`src/rtl/prime_check.sv`:
```
// Trial-division primality tester that sequences an attached divmod unit over divisors 2, 3, 4, ...
// Define PRIME_ODD_ONLY_EN to skip even divisors above 2 (same results, fewer divisions).
module prime_check #(
  parameter  int WIDTH_LOG = 4,
  localparam int W         = 1 << WIDTH_LOG
) (
  input  logic         clk,
  input  logic         rst,
  input  logic         go,
  input  logic [W-1:0] num,
  output logic         ready,
  output logic         is_prime,
  output logic [W-1:0] factor,
  output logic         error,
  output logic         dm_go,
  output logic [W-1:0] dm_num,
  output logic [W-1:0] dm_den,
  input  logic         dm_ready,
  input  logic         dm_error,
  input  logic [W-1:0] dm_quot,
  input  logic [W-1:0] dm_rem
);

  typedef enum logic [1:0] {IDLE, ISSUE, WAIT} state_t;

  state_t       state, state_n;
  logic [W-1:0] num_q;
  logic [W-1:0] d;
  logic [W-1:0] next_d;
  logic         skip;
  logic         sample;

`ifdef PRIME_ODD_ONLY_EN
  assign next_d = (d == W'(2)) ? W'(3) : d + W'(2);
`else
  assign next_d = d + W'(1);
`endif

  // divmod's ready lags its go by a cycle, so the first WAIT cycle shows a stale ready.
  assign sample = (state == WAIT) && !skip && dm_ready;

  assign ready  = (state == IDLE);
  assign dm_num = num_q;
  assign dm_den = d;

  // NOTE: state_n and dm_go get defaults before the case so no path leaves them unassigned (no latch).
  always_comb begin
    state_n = state;
    dm_go   = 1'b0;
    case (state)
      IDLE:  if (go && num >= W'(4)) state_n = ISSUE;
      ISSUE: begin
        dm_go   = 1'b1;
        state_n = WAIT;
      end
      WAIT: if (sample) begin
        if (dm_error || dm_rem == '0 || dm_quot < d) state_n = IDLE;
        else                                          state_n = ISSUE;
      end
      default: state_n = IDLE;
    endcase
  end

  // NOTE: sequential state uses non-blocking assignments so every register updates from pre-edge values.
  always_ff @(posedge clk) begin
    if (rst) state <= IDLE;
    else     state <= state_n;
  end

  always_ff @(posedge clk) begin
    if (rst) begin
      is_prime <= 1'b0;
      factor   <= '0;
      error    <= 1'b0;
      num_q    <= '0;
      d        <= W'(2);
      skip     <= 1'b0;
    end else begin
      case (state)
        IDLE: if (go) begin
          if (num < W'(4)) begin
            is_prime <= (num == W'(2)) || (num == W'(3));
            factor   <= '0;
            error    <= 1'b0;
          end else begin
            num_q <= num;
            d     <= W'(2);
            error <= 1'b0;
          end
        end
        ISSUE: skip <= 1'b1;
        WAIT: begin
          skip <= 1'b0;
          if (sample) begin
            if (dm_error) begin
              error    <= 1'b1;
              is_prime <= 1'b0;
              factor   <= '0;
            end else if (dm_rem == '0) begin
              is_prime <= 1'b0;
              factor   <= d;
            end else if (dm_quot < d) begin
              // d*d > num with no divisor found: num is prime
              is_prime <= 1'b1;
              factor   <= '0;
            end else begin
              d <= next_d;
            end
          end
        end
        default: ;
      endcase
    end
  end

endmodule
```
`config.mk`:
```
export PLATFORM = sky130hd
export DESIGN_NAME = prime_check
export DESIGN_NICKNAME = d
export VERILOG_FILES = /design/src/rtl/prime_check.sv
export SDC_FILE = /design/constraint.sdc
export NUM_CORES = 1
export LEC_CHECK = 0
export CORE_MARGIN = 4
export CORE_UTILIZATION = 30
export DETAILED_ROUTE_END_ITERATION = 8
export DONT_BUFFER_PORTS = 1
export PLACE_DENSITY_LB_ADDON = 0.25
export SETUP_SLACK_MARGIN = 0.2
export SYNTH_ARGS = -nofsm -noshare
export SYNTH_HDL_FRONTEND = slang
export SYNTH_SLANG_ARGS = --single-unit
```
`constraint.sdc`:
```
create_clock -name clk -period 3 [get_ports clk]
set_input_delay 0.3 -clock clk [delete_from_list [all_inputs] [get_ports clk]]
set_output_delay 0.3 -clock clk [all_outputs]
set_load 0.005 [all_outputs]
```
==> flow_summary.ini <==
[outcome]
status = completed

[die]
die_x_um = 104
num_rows = 34
io_pins = 105
core_um2 = 8850
die-area_um2 = 10800
die_h_um = 104
initial_utilization_pct = 31.1

[setup_path]
cp-start-kind = flop
cp_common_cell = a21o_1
cp-end-kind = flop
worstPathRequired_ps = 3200
path_buf_inv = 1
path_cells = inv_1 -> ha_1 -> a21o_1 -> a21o_1 -> a2111o_1 -> o31ai_1 -> a21oi_4 -> a22o_1
worst_ep_arrival_time_ps = 2920
slowest_stage = a2111o_1
cp_top_family = compound AO/OA/AOI/OAI gates
r2r_cells = 8
max_stage_delay_ps = 510
crit_fanout = 16
critical_path_class = flop to flop
cp.depth = 8

[synthesis]
yosys_most_used_dff = dfxtp_1
synth_edf_count = 0
ys_seq_area_share_pct = 38.5
syn_area_um2 = 2760
ys_seq_elements = 53
syn_avg_cell_area_um2 = 8.32
synth_fp_nets = 404
netlist_instances = 331
ys_types = 51
async_flop_share_pct = 0
yosysWarnings = 0

[routing]
wl_per_cell_um = 18.2
drt_iter0_drc = 109
ant_nets = 0
drt-vias-per-instance = 5.63
drc = 0
routed_wl_um = 8150
first_pass_iters = 4
vias = 2529

[cts]
clkTransAtPathRegs_ps = 100
cts_num_sinks = 53
cts_made_buffers = 5
cts-htree-levels = 2
cts_tree = built
root_buffer = clkbuf_8
clk_latency_ps = 310
clock_path_buffers = 2

[place]
pre_cts_slack_ps = 210
gp_congestion = 0.880
hpwl_um = 6310
io_buffer_count = 0

[timing]
period_minus_slack_ps = 2720
whs_ps = 51.1
hold_viol_final = 0
setup_slack_ps = 280
drv_slew = 0
setup_viol = 0
fin_crit_sh_pct = 90.7
max_slew.worst_pin.slew_ps = 558
timing.setup.tns_ps = 0
slew_headroom_pct = 62.8
rsz0062_at_grt = yes
skew_ps = 16.1
clock.fmax_mhz = 368

[pwr]
seq_power_share_pct = 47.7
comb_power_share_pct = 22.7
leakagePower_uw = 0.00112
swShare_pct = 30.8
p_switching_uw = 518
power_uw = 1680
p_clk_share_pct = 29.6
intPower_uw = 1160
p_per_area_nw_per_um2 = 537
vdd_drop_max_uv = 232

[grt]
gr-total-overflow = 0
antenna_found_initial = 0
grtUsageTotal_pct = 14.9
grt_max_degree = 32
first_global_vias = 2606
grt_pass1_wl_um = 13300

[layout]
nFillCells = 915
multiInputGateArea_um2 = 1610
utilization_pct = 35.4
syn_to_final_growth_pct = 13.7
diodes = 0
nets = 413
drive_gt1_share_pct = 10.9
seq_area_um2 = 1060

[min_path]
hold_depth = 1
hp-class = input pin to flop

[run]
max-cap-violations = 0
per-stage QoR:
step,area (um^2),std cells
floorplan,2760,331
global placement,2950,441
detailed placement,2950,441
CTS,3080,449
global route,3130,449
finish,3130,449
Yosys cell counts (3+ instances only):
cell      instances  area share (%)
nor2_1           19             2.6
inv_1            19             2.6
and2_1            3            0.68
nor3_1            3            0.54
nand2b_1          3            0.68
a22o_1           16             5.1
and4_1            3            0.95
or4_1             4             1.1
nand2_1          60             8.2
nand4_1          10             2.3
o311ai_0          6             1.9
a31oi_1          10             2.3
nand3_1           8             1.5
clkbuf_1          8             1.1
a21o_1            3            0.82
nor4_1            9             2.0
o211ai_1          6             1.6
or3_1             4            0.91
a21oi_1          25             4.5
dfxtp_1          53              39
buf_2             4            0.73
ha_1             20             9.1
kinds of logic after synthesis:
group / synth area share (%)
muxes: 0.727
and+or+nand+nor: 24.1
buffers and inverters: 5.09
DFF: 38.5
AOI/OAI and AO/OA: 22.5
adders and majority gates: 9.08
flip-flops by register name, summed over array words and instances (netlist names):
signal and cells:
dm_num 16, is_prime 1, factor 16, skip 1, state 2, error 1
dm_den 16
power groups by stage:
stage,Clock [uW],Sequential [uW],Combinational (uW)
6_report,498,802,382
3_3_place_gp,0,818,372
2_1_floorplan,0,806,288
4_1_cts,517,803,378
5_1_grt,539,811,436
3_5_place_dp,0,818,377
what timing repair did:
action                                 4_1_cts  5_1_grt
endpoints found under the hold margin        0        0
hold buffers                                 0        0
gates resized for setup                      1       10
gates cloned                                 0        0
setup buffers                                0        0
setup endpoints to repair                    1       32
worst register-to-register path: cells and delay by family (launching register included):
family	cells	cell delay [ps]
AOI/OAI and AO/OA	6	1870
DFF	1	340
adders and majority gates	1	330
buffers and inverters	1	70
area by class of cell:
| class | count | share of cell area (%) |
|---|---|---|
| clock buffers | 7 | 2.76 |
| clock inverters | 1 | 0.958 |
| inverters | 20 | 2.40 |
| multi-input cells | 243 | 51.5 |
| flip-flops and latches | 53 | 34.0 |
| well taps | 108 | 4.31 |
| repair buffers | 17 | 4.07 |
layout by cell type (no fill, tap or decap), types with 2 or more instances in the layout:
cell	count
nand2_1	60
o211ai_1	6
nor2_1	19
clkbuf_8	6
a22o_1	16
o21ai_0	2
nor3_1	3
nand2b_1	3
and4_1	3
and3_1	2
buf_4	17
a21oi_1	25
mux2i_1	2
dfxtp_2	3
a31oi_1	9
o311ai_0	6
or3_4	2
a211o_1	2
and2_1	3
nand4_1	10
a21o_1	3
inv_1	19
or3_1	2
dfxtp_1	50
o31ai_1	2
or4_1	4
ha_1	20
nor4_1	9
nand3_1	8
per-layer routing:
metal	track usage, %	vias to the layer above	routed length (um)	share of wire [%]
met5	0	-	0	0
met4	4.46	0	112	1.4
met3	6.28	12	897	11
met2	25.0	117	3780	46
met1	17.4	1168	3360	41
li1	-	1232	-	-
path summary, 6_finish.rpt:
path | startpoint | end | slack [ps]
worst max-delay path | dm_den[13] | factor[11] | 280
worst min-delay path | rst | dm_den[3] | 50
worst max register to register | dm_den[13] | factor[11] | 280
worst min register to register | dm_num[10] | dm_num[10] | 480
Note: power is estimated with default switching activity, not from simulation.
